--- config.mk ---
export PLATFORM = sky130hd
export DESIGN_NAME = dma_transfer_sequencer
export DESIGN_NICKNAME = d
export VERILOG_FILES = /design/src/rtl/dma_transfer_sequencer.sv
export SDC_FILE = /design/constraint.sdc
export NUM_CORES = 1
export LEC_CHECK = 0
export CAP_MARGIN = 20
export CORE_MARGIN = 1.5
export CORE_UTILIZATION = 38
export CTS_CLUSTER_DIAMETER = 200
export CTS_CLUSTER_SIZE = 20
export DETAILED_ROUTE_END_ITERATION = 12
export PLACE_DENSITY_LB_ADDON = 0.05
export SLEW_MARGIN = 30
export SYNTH_ARGS = -nofsm -noshare
export SYNTH_HDL_FRONTEND = slang
export SYNTH_SLANG_ARGS = --single-unit
--- constraint.sdc ---
create_clock -name CLK -period 1.82 [get_ports CLK]
set_clock_uncertainty 0.05 [all_clocks]
set_input_delay 0.182 -clock CLK [delete_from_list [all_inputs] [get_ports CLK]]
set_output_delay 0.182 -clock CLK [all_outputs]
set_load 0.02 [all_outputs]
--- src/rtl/dma_transfer_sequencer.sv ---
// dma_transfer_sequencer
//   Active-cycle sequencer of an 8237A-compatible DMA controller. Accepts the
//   winning channel from the priority block, runs the HRQ/HLDA handshake and
//   walks the SI/S0/S1/S2/S3/SW/S4 transfer states (SC for cascade), driving
//   DACK, AEN, ADSTB, the bus strobes and EOP, and tells the address/count
//   registers when to advance and when a service has ended.
//
// Ports
//   CLK, RESET_N          clock (posedge) / asynchronous active-low reset
//   req_valid, req_grant  pending request and one-hot winning channel
//   ch_mode, ch_xfer      2-bit per-channel mode and transfer type
//   dreq_active           polarity-resolved DREQ per channel
//   HLDA, READY           hold acknowledge, slow-device ready
//   eop_in_n, tc          external EOP (active low), terminal count
//   cmd_disable           controller disable
//   compressed            compressed timing
//   HRQ, dack, AEN, ADSTB hold request, one-hot acknowledge, address controls
//   MEMR_N..IOW_N         active-low bus strobes
//   eop_out_n             active-low EOP driven on the TC transfer
//   upd_strobe, svc_done  advance address/count; service finished
//   svc_ch, busy          channel under service; not idle
module dma_transfer_sequencer #(
    parameter int unsigned NUM_CH = 4
) (
    input  logic                  CLK,
    input  logic                  RESET_N,
    input  logic                  req_valid,
    input  logic [NUM_CH-1:0]     req_grant,
    input  logic [2*NUM_CH-1:0]   ch_mode,
    input  logic [2*NUM_CH-1:0]   ch_xfer,
    input  logic [NUM_CH-1:0]     dreq_active,
    input  logic                  HLDA,
    input  logic                  READY,
    input  logic                  eop_in_n,
    input  logic                  tc,
    input  logic                  cmd_disable,
    input  logic                  compressed,
    output logic                  HRQ,
    output logic [NUM_CH-1:0]     dack,
    output logic                  AEN,
    output logic                  ADSTB,
    output logic                  MEMR_N,
    output logic                  MEMW_N,
    output logic                  IOR_N,
    output logic                  IOW_N,
    output logic                  eop_out_n,
    output logic                  upd_strobe,
    output logic                  svc_done,
    output logic [1:0]            svc_ch,
    output logic                  busy
);

    typedef enum logic [2:0] {ST_SI, ST_S0, ST_S1, ST_S2, ST_S3, ST_SW, ST_S4, ST_SC} state_t;
    typedef enum logic [1:0] {MODE_DEMAND, MODE_SINGLE, MODE_BLOCK, MODE_CASCADE} mode_t;
    typedef enum logic [1:0] {XF_VERIFY, XF_WRITE, XF_READ, XF_VERIFY_ALT} xfer_t;

    state_t      state, state_next;
    mode_t       mode_q;
    xfer_t       xfer_q;
    logic        eop_seen;
    logic        eop_hit;
    logic        done_next;
    logic        launch;
    logic [1:0]  grant_idx;
    logic [1:0]  grant_mode;
    logic [1:0]  grant_xfer;
    logic        dreq_sv;
    logic        rd_win, wr_win, is_rd, is_wr;

    // Decode the one-hot grant into an index and that channel's mode/type.
    always_comb begin
        grant_idx  = '0;
        grant_mode = '0;
        grant_xfer = '0;
        for (int unsigned i = 0; i < NUM_CH; i++) begin
            if (req_grant[i]) begin
                grant_idx  = 2'(i);
                grant_mode = ch_mode[2*i +: 2];
                grant_xfer = ch_xfer[2*i +: 2];
            end
        end
    end

    assign dreq_sv = dreq_active[svc_ch];
    assign launch  = (state == ST_SI) && req_valid && !cmd_disable;
    // EOP counts if it was seen anywhere from S1 up to and including this cycle.
    assign eop_hit = eop_seen | ~eop_in_n;

    always_comb begin
        state_next = state;
        done_next  = 1'b0;
        case (state)
            ST_SI: if (launch) state_next = ST_S0;
            ST_S0: begin
                if (HLDA)
                    state_next = (mode_q == MODE_CASCADE) ? ST_SC : ST_S1;
                else if (!dreq_sv)
                    state_next = ST_SI;
            end
            ST_SC: if (!dreq_sv) state_next = ST_SI;
            ST_S1: state_next = ST_S2;
            ST_S2: begin
                if (compressed)
                    state_next = READY ? ST_S4 : ST_SW;
                else
                    state_next = ST_S3;
            end
            ST_S3: state_next = READY ? ST_S4 : ST_SW;
            ST_SW: state_next = READY ? ST_S4 : ST_SW;
            ST_S4: begin
                if (tc || eop_hit) begin
                    state_next = ST_SI;
                    done_next  = 1'b1;
                end else if (!HLDA) begin
                    state_next = ST_SI;
                end else begin
                    case (mode_q)
                        MODE_BLOCK:  state_next = ST_S1;
                        MODE_DEMAND: state_next = dreq_sv ? ST_S1 : ST_SI;
                        default:     state_next = ST_SI;
                    endcase
                end
            end
            default: state_next = ST_SI;
        endcase
    end

    assign is_rd  = (xfer_q == XF_READ);
    assign is_wr  = (xfer_q == XF_WRITE);
    assign rd_win = state_next inside {ST_S2, ST_S3, ST_SW, ST_S4};
    // Compressed timing skips S3, so the write strobe joins the read strobe in S2.
    assign wr_win = (state_next inside {ST_S3, ST_SW, ST_S4}) ||
                    ((state_next == ST_S2) && compressed);

    always_ff @(posedge CLK or negedge RESET_N) begin
        if (!RESET_N) begin
            state    <= ST_SI;
            svc_ch   <= '0;
            mode_q   <= MODE_DEMAND;
            xfer_q   <= XF_VERIFY;
            eop_seen <= 1'b0;
        end else begin
            state <= state_next;
            if (launch) begin
                svc_ch <= grant_idx;
                mode_q <= mode_t'(grant_mode);
                xfer_q <= xfer_t'(grant_xfer);
            end
            case (state)
                ST_S1:               eop_seen <= ~eop_in_n;
                ST_S2, ST_S3, ST_SW: eop_seen <= eop_hit;
                default:             eop_seen <= eop_seen;
            endcase
        end
    end

    // Outputs are registered from the next state so they line up with the state.
    always_ff @(posedge CLK or negedge RESET_N) begin
        if (!RESET_N) begin
            HRQ        <= 1'b0;
            busy       <= 1'b0;
            dack       <= '0;
            AEN        <= 1'b0;
            ADSTB      <= 1'b0;
            MEMR_N     <= 1'b1;
            MEMW_N     <= 1'b1;
            IOR_N      <= 1'b1;
            IOW_N      <= 1'b1;
            eop_out_n  <= 1'b1;
            upd_strobe <= 1'b0;
            svc_done   <= 1'b0;
        end else begin
            HRQ        <= (state_next != ST_SI);
            busy       <= (state_next != ST_SI);
            dack       <= (state_next inside {ST_SC, ST_S2, ST_S3, ST_SW, ST_S4}) ?
                          (NUM_CH'(1) << svc_ch) : '0;
            AEN        <= state_next inside {ST_S1, ST_S2, ST_S3, ST_SW, ST_S4};
            ADSTB      <= (state_next == ST_S1);
            MEMR_N     <= !(is_rd && rd_win);
            IOR_N      <= !(is_wr && rd_win);
            IOW_N      <= !(is_rd && wr_win);
            MEMW_N     <= !(is_wr && wr_win);
            eop_out_n  <= !((state_next == ST_S4) && tc);
            upd_strobe <= (state_next == ST_S4);
            svc_done   <= done_next;
        end
    end

endmodule

==> flow_summary.yaml, run 1 <==
clock_tree:
  clk-insertion-delay-late_ns: 0.33
  clock-sinks: 24
  htree_levels: 1
  cts_tree: "built"
  clk_pin_slew_ns: 0.14
  clock-root-buffer: "clkbuf_4"
  cts_hold_buf: 0
  cts_buffers: 3
  clockBufferDepth: 2
yosys:
  synth_nets: 163
  synth.distinct_cells: 38
  syn_avg_cell_area_um2: 9.548
  synthTopCellsByArea: "dfrtp_1 (38%), dfstp_2 (11%), a21oi_1 (7.3%)"
  synthTopCellsByCount: "dfrtp_1 (19), nor2_1 (19), a21oi_1 (18)"
  synth_edf_count: 0
  yosysSeqAreaShare_pct: 48.89
  synth_top_area_share_pct: 38.31
  synth_top_area_cell: "dfrtp_1"
  async_flop_share_pct: 100.0
  ys_seq_elements: 24
  syn-cell-area_um2: 1241
  ys_warn_count: 0
  synth_ff_type: "dfrtp_1"
  syn_inst: 130
global_route:
  grt_pass1_vias: 1261
  antenna_found_initial: 0
  grt_use_met1_pct: 22.89
  grt_busiest_layer: "met2"
  grt_overflow: 0
  use_met3_pct: 3.247
  grt_max_degree: 25
  grt_usage_pct: 20.53
  globalRouteMet2Util_pct: 37.73
  grt_pass1_wl_um: 5485
routing:
  drt_iter0_markers: 46
  routedWlPerCell_um: 14.01
  drcViolationCount: 0
  vias_per_cell: 5.063
  drt-pass1-iter-count: 5
  via_count: 1286
  wl_um: 3558
  detail-route-antenna-nets: 0
timing:
  slew_violations: 0
  fmax_mhz: 539.6
  period_minus_slack_ns: 1.853
  finalWorstSetupSlack_ns: -0.03331
  tightest_slew_ns: 0.3749
  rsz0062_at_grt: "true"
  slew_headroom_pct: 75.01
  hold_violations: 0
  setup_violations: 4
  fin_crit_sh_pct: 101.8
layout:
  drive_above_1_share_pct: 30.00
  area_growth_pct: 71.77
  regArea_um2: 609.3
  multiInputGateArea_um2: 644.4
  nets: 244
  final_cell_area_um2: 2132
  post-route-util_pct: 69.27
  diodes: 0
  n_fill_cell: 255
setup_path:
  worstPathRequired_ns: 2.05
  cp_slowest_cell: "dfrtp_1"
  crit_path_frequent_cell: "buf_6"
  endpoint_kind: "flop"
  worstPathCellList: "buf_6 > buf_6 > nor2_2 > and3_4 > a2111oi_4 > buf_4 > a21o_4 > o22a_1"
  crit_path_start_kind: "flop"
  slowest_delay_ns: 0.42
  arrival_ns: 2.08
  critPathMaxFanout: 5
  path_class: "reg -> reg"
placed_design:
  portBuffers: 49
  gp_congestion: 0.8249
  placed_area_um2: 1969
  dp_slack_ns: -0.2303
  dp_hpwl_um: 2584
floorplan:
  initial_utilization_pct: 40.33
  rows: 20
  io-pin-count: 50
  fp.dieW_um: 60.15
  die_h_um: 60.15
  core_um2: 3078
  die-area_um2: 3618
power_and_ir_drop:
  p_leak_nw: 0.9150
  powerDensity_nw_per_um2: 1611
  total_power_mw: 3.434
  ir_worst_vdd_mv: 0.7005
run_status:
  violations: "negative setup slack"
  status: "finished, violations left"
worst_hold_path:
  hold_path_class: "in -> async"
flow_run:
  cap_violations: 0
sequential cells by signal (all words and copies together) (netlist names):
signal	count
IOR_N	1
xfer_q	2
svc_done	1
eop_seen	1
AEN	1
busy	1
state	3
IOW_N	1
MEMW_N	1
mode_q	2
ADSTB	1
MEMR_N	1
dack	4
svc_ch	2
eop_out_n	1
upd_strobe	1
critical path, delay by kind of cell (launching register included):
kind | cells | cell delay (ns)
DFF | 1 | 0.42
and+or+nand+nor | 2 | 0.22
AOI/OAI and AO/OA | 3 | 0.71
buffers and inverters | 3 | 0.40
path summary, 6_finish.rpt:
check,start,end,slack [ns],cells after the start
worst min-delay path,RESET_N,svc_done,0.14,2
worst min register to register,xfer_q[0],xfer_q[0],0.51,2
min in group CLK,tc,eop_out_n,0.36,2
worst max-delay path,state[2],IOW_N,-0.03,8
worst max register to register,state[2],IOW_N,-0.03,8
max in group asynchronous,RESET_N,IOR_N,1.29,2
per-layer routing:
| metal | vias to the layer above | share of wire (%) |
|---|---|---|
| met5 | - | 0 |
| met4 | 0 | 3.7 |
| met3 | 11 | 6.1 |
| met2 | 58 | 50 |
| met1 | 590 | 40 |
| li1 | 627 | - |
cell usage in the layout, fill, tap and decap left out, types with 3 or more instances in the layout:
master and n:
a21oi_1 16, nor3_1 4, a221oi_1 3, clkdlybuf4s50_1 49
nand2_1 8, dfrtp_1 17, buf_4 30, dfstp_2 5
o21ai_0 4, nand3_1 3, nor2_1 17, clkbuf_4 3
inv_1 6
cell type report:
| class | count | area share [%] |
|---|---|---|
| Timing Repair Buffer | 81 | 34.62 |
| Sequential cell | 24 | 28.58 |
| Inverter | 8 | 1.526 |
| Multi-Input combinational cell | 93 | 30.22 |
| Clock buffer | 3 | 1.056 |
| Clock inverter | 1 | 1.408 |
| Tap cell | 44 | 2.582 |
through the flow:
step | TNS [ns] | hold WS [ns] | instances
2_1_floorplan | -0.1523 | -0.1636 | 130
3_3_place_gp | -1.638 | 0.4783 | 246
3_5_place_dp | -1.643 | 0.4847 | 246
4_1_cts | -0.05630 | 0.1497 | 253
5_1_grt | -0.3610 | 0.1701 | 254
6_report | -0.06713 | 0.1410 | 254
what timing repair did:
item | CTS | global route
resized for setup | 7 | 13
pin swaps | 6 | 4
buffers inserted | 3 | 2
setup endpoints to repair | 6 | 10
power breakdown:
part	switching, mW	internal (mW)	total (mW)	leakage (nW)
logic	1.03	1.11	2.14	0.606
clock network	0.172	0.223	0.395	0.0279
registers	0.118	0.784	0.902	0.281
total	1.32	2.11	3.43	0.915
kinds of logic (layout without fill, tap and decap cells):
group,Yosys count,count (layout),share of synthesized area [%]
buffers and inverters,13,93,4.939
AND/OR/NAND/NOR,52,52,21.47
AO/OA/AOI/OAI,40,40,22.88
flip-flops,24,24,48.89
multiplexers,1,1,1.814
(Power assumes the default switching activity.)
==> run 2, diff against run 1 <==
Settings changed: CTS_CLUSTER_DIAMETER 200 to 100, PLACE_DENSITY set to 0.75, PLACE_DENSITY_LB_ADDON 0.05 to unset.
==> run 2 against run 1 <==
Net effect:
- power is 6.2% lower
- critical path depth fell by 2
- highest routed layer unchanged
- the flow still finishes with violations (negative setup slack)
- largest cell class unchanged
- clock-buffer cell count unchanged
==> flow_summary.yaml, run 2 (synthesized netlist as in run 1, its figures left out) <==
timing:
  rsz0062_at_grt: "true"
  tightest_slew_ns: 0.3167
  slew_violations: 0
  finalWorstSetupSlack_ns: -0.03276
  fin_crit_sh_pct: 101.8
  hold_violations: 0
  fmax_mhz: 539.7
  period_minus_slack_ns: 1.853
  slew_headroom_pct: 78.80
  setup_violations: 4
power_and_ir_drop:
  p_leak_nw: 0.8809
  powerDensity_nw_per_um2: 1567
  ir_worst_vdd_mv: 0.8089
clock_tree:
  htree_levels: 1
  cts_tree: "built"
  cts_hold_buf: 0
  cts_buffers: 3
  clock-sinks: 24
  clock-root-buffer: "clkbuf_4"
  clk-insertion-delay-late_ns: 0.32
  clockBufferDepth: 2
  clk_pin_slew_ns: 0.14
layout:
  area_growth_pct: 65.52
  top_regs: "dack: 4 flops, state: 3 flops"
  diodes: 0
  fin_cells: 248
  largest_reg_flops: 4
  nets: 238
  layout_commonest_cell: "clkdlybuf4s50_1"
  regMostFlops: "dack"
  mostFrequentLayoutCells: "clkdlybuf4s50_1 (49), buf_4 (26), nor2_1 (19)"
  final_cell_area_um2: 2054
  drive_above_1_share_pct: 25.00
placed_design:
  portBuffers: 49
  placed_area_um2: 1932
  dp_slack_ns: -0.2819
  dp.cells: 241
  dp_hpwl_um: 2484
  gp_congestion: 0.8835
floorplan:
  io-pin-count: 50
  core_um2: 3078
  fp.dieW_um: 60.15
  die_h_um: 60.15
  die-area_um2: 3618
  rows: 20
  initial_utilization_pct: 40.33
run_status:
  status: "finished, violations left"
  violations: "negative setup slack"
routing:
  wl_um: 3160
  routedWlPerCell_um: 12.74
  detail-route-antenna-nets: 0
  drt_iter0_markers: 34
  drcViolationCount: 0
  vias_per_cell: 5.048
  via_count: 1252
  drt-pass1-iter-count: 5
setup_path:
  cp_slowest_cell: "dfrtp_1"
  worstPathCellList: "or2_4 > nor4b_4 > a2111oi_4 > buf_4 > a21o_4 > a211oi_2"
  endpoint_kind: "flop"
  worstPathBufferInverterCount: 1
  cp_top_family: "simple AND/OR/NAND/NOR gates"
  arrival_ns: 2.04
  slowest_delay_ns: 0.40
  critPathMaxFanout: 5
  crit_path_start_kind: "flop"
  worstPathRequired_ns: 2.01
  path_class: "reg -> reg"
global_route:
  grt_max_degree: 25
  grt_overflow: 0
  antenna_found_initial: 0
  grt_pass1_vias: 1240
  grt_pass1_wl_um: 5140
  grt_usage_pct: 18.94
flow_run:
  cap_violations: 0
worst_hold_path:
  hold_path_class: "in -> async"
-- run 2: changes by cell type in the layout (fill, tap and decap cells not counted), sizes merged --
cell | before | now
buf | 32 | 26
-- run 2: per-stage QoR --
stage	TNS (ns)	util [%]	power [mW]	hold WS (ns)
2_1_floorplan	-0.1523	-	1.866	-0.1636
5_1_grt	-0.3363	66.75	3.437	0.1672
3_3_place_gp	-1.448	62.76	2.651	0.4785
3_5_place_dp	-2.130	62.76	2.694	0.4920
4_1_cts	-0.04257	65.98	3.171	0.1577
6_report	-0.09551	66.75	3.220	0.1492
-- run 2: repair_timing --
item | in CTS | in global routing
pin swaps | 1 | 2
setup endpoints to repair | 4 | 9
resized for setup | 5 | 7
buffers inserted | 3 | 0
-- run 2: worst paths after layout --
| kind | startpoint | to | slack, ns | cells after the start |
|---|---|---|---|---|
| min | RESET_N | upd_strobe | 0.15 | 2 |
| max in group asynchronous | RESET_N | MEMW_N | 1.27 | 2 |
| min reg2reg | xfer_q[1] | xfer_q[1] | 0.52 | 2 |
| min in group CLK | tc | eop_out_n | 0.35 | 2 |
| max | state[1] | dack[1] | -0.03 | 6 |
| max reg2reg | state[1] | dack[1] | -0.03 | 6 |
-- run 2: area by class of cell --
type	instances	area [µm²]
clock inverter	1	30.03
multi-input combinational	93	619.3
tap	44	55.05
clock buffer	3	22.52
sequential	24	609.3
fill	240	1023
timing repair buffer	75	685.7
inverter	8	32.53
-- run 2: power breakdown --
part | total, mW | internal [mW] | leakage (nW) | switching, mW
Sequential | 0.901 | 0.784 | 0.281 | 0.117
Combinational | 1.93 | 0.995 | 0.572 | 0.939
Clock | 0.384 | 0.223 | 0.0279 | 0.162
Total | 3.22 | 2.00 | 0.881 | 1.22
-- run 2: routing by layer --
metal,part of all wire [%],track usage [%]
met2,51,33.85
met5,0,0
met1,43,22.87
met4,0.32,6.349
met3,5.6,3.030
==> run 3, diff against run 2 <==
Settings changed: CAP_MARGIN 20 to unset, SKIP_CTS_REPAIR_TIMING set to 1.
==> run 3 against run 2 <==
Net effect:
- the flow still finishes with violations (negative setup slack)
- worst setup slack better by 0.013 ns
- clock power about the same
- maximum frequency rose by 0.71%
- power decreased by 1.8%
- combinational power fell by 3%
- global-route usage decreased by 0.27 points
- final cell count down 0.40%
- non-clock buffer count down 1
- sequential share of layout area grew 0.29 points
- die area stayed put
- core utilization decreased by 0.65 points
- critical path type unchanged
- critical endpoint is now IOW_N
- largest power group unchanged
==> flow_summary.yaml, run 3 (synthesized netlist as in run 1, its figures left out) <==
timing:
  tightest_slew_ns: 0.3794
  period_minus_slack_ns: 1.840
  finalWorstSetupSlack_ns: -0.01970
  whs_ns: 0.1517
  fmax_mhz: 543.6
  rsz0062_at_grt: "true"
  setup_violations: 2
  slew_headroom_pct: 74.66
  slew_violations: 0
  hold_violations: 0
  fin_crit_sh_pct: 101.1
layout:
  largest_reg_flops: 4
  top_regs: "dack: 4 flops, state: 3 flops"
  n_fill_cell: 241
  fin_cells: 247
  regArea_um2: 609.3
  diodes: 0
  nets: 237
  mostFrequentLayoutCells: "clkdlybuf4s50_1 (49), buf_4 (25), nor2_1 (19)"
  multiInputGateArea_um2: 606.8
  area_growth_pct: 63.91
  layout_commonest_cell: "clkdlybuf4s50_1"
  drive_above_1_share_pct: 24.14
  post-route-util_pct: 66.10
  regMostFlops: "dack"
global_route:
  grt_max_degree: 25
  grt_pass1_vias: 1221
  antenna_found_initial: 0
  grt_overflow: 0
  grt_pass1_wl_um: 5050
  grt_usage_pct: 18.67
placed_design:
  dp_hpwl_um: 2484
  portBuffers: 49
  dp.cells: 241
  gp_congestion: 0.8835
run_status:
  violations: "negative setup slack"
  status: "finished, violations left"
routing:
  wl_um: 3056
  routedWlPerCell_um: 12.37
  vias_per_cell: 5.016
  drt_iter0_markers: 33
  drt-pass1-iter-count: 4
  detail-route-antenna-nets: 0
  via_count: 1239
  drcViolationCount: 0
power_and_ir_drop:
  p_int_mw: 1.968
  p_sw_share_pct: 37.76
  seqPwrFrac_pct: 28.5
  ir_worst_vdd_mv: 0.8070
  total_power_mw: 3.162
  powerDensity_nw_per_um2: 1554
  comb_power_share_pct: 59.4
  p_leak_nw: 0.8751
  pwr-share-clk_pct: 12.1
  p_sw_mw: 1.194
floorplan:
  rows: 20
  die-area_um2: 3618
  core_um2: 3078
  die_h_um: 60.15
  io-pin-count: 50
  fp.dieW_um: 60.15
  initial_utilization_pct: 40.33
setup_path:
  worstPathRequired_ns: 2.02
  path_class: "reg -> reg"
  endpoint_kind: "flop"
  arrival_ns: 2.04
  crit_path_start_kind: "flop"
  critPathMaxFanout: 4
  worstPathCellList: "mux4_2 > nor2_1 > or3_4 > inv_4 > or3b_1 > o22a_1"
  worstPathBufferInverterCount: 1
  cp_top_family: "simple AND/OR/NAND/NOR gates"
  r2r_slack_ns: -0.02
  cp_slowest_cell: "mux4_2"
  slowest_delay_ns: 0.53
clock_tree:
  clk_pin_slew_ns: 0.14
  cts_tree: "built"
  clock-root-buffer: "clkbuf_4"
  clock-sinks: 24
  htree_levels: 1
  clockBufferDepth: 2
  cts_buffers: 3
  clk-insertion-delay-late_ns: 0.31
flow_run:
  cap_violations: 0
worst_hold_path:
  hold_path_class: "in -> async"
==> run 3: cell count changes in the layout (fill, tap and decap cells not counted) <==
cell | before | now
a2111oi_2 | 0 | 1
a2111oi_4 | 1 | 0
and3_1 | 2 | 3
and3_4 | 1 | 0
buf_4 | 26 | 25
inv_1 | 6 | 7
inv_2 | 1 | 0
nand3_1 | 3 | 2
nand3_2 | 0 | 1
==> run 3: power groups by stage <==
stage	logic [mW]	clock network, mW	registers [mW]
finish	1.88	0.382	0.902
global route	2.03	0.418	0.934
CTS	1.79	0.394	0.896
detailed placement	1.79	0	0.908
global placement	1.75	0	0.901
floorplan	0.792	0	1.07
==> run 3: area by class of cell <==
cell class | instances | area share [%]
timing repair buffer | 74 | 33.33
sequential | 24 | 29.95
multi-input combinational | 93 | 29.83
tap | 44 | 2.706
inverter | 8 | 1.599
clock inverter | 1 | 1.476
clock buffer | 3 | 1.107
==> run 3: routing by layer <==
metal  global-route usage [%]  share of wire (%)
met4                    5.714               0.33
met5                        0                  0
met3                    2.814                6.5
met2                    33.70                 51
met1                    22.60                 42
==> run 3: metrics by stage <==
step	cell area (µm²)	setup slack [ns]	setup TNS, ns
final	2034	-0.01970	-0.03701
after floorplan	1245	-0.07616	-0.1523
after CTS	1984	-0.1021	-0.2306
after global routing	2034	-0.08642	-0.2776
after detailed placement	1932	-0.2819	-2.130
after global placement	1932	-0.1967	-1.448
==> run 3: worst paths after layout <==
path,from,end,cells past startpoint
hold reg to reg,xfer_q[0],xfer_q[0],2
setup / recovery,svc_ch[0],IOW_N,6
setup reg to reg,svc_ch[0],IOW_N,6
min in group CLK,tc,eop_out_n,2
max in group asynchronous,RESET_N,MEMW_N,2
hold / removal,RESET_N,upd_strobe,2
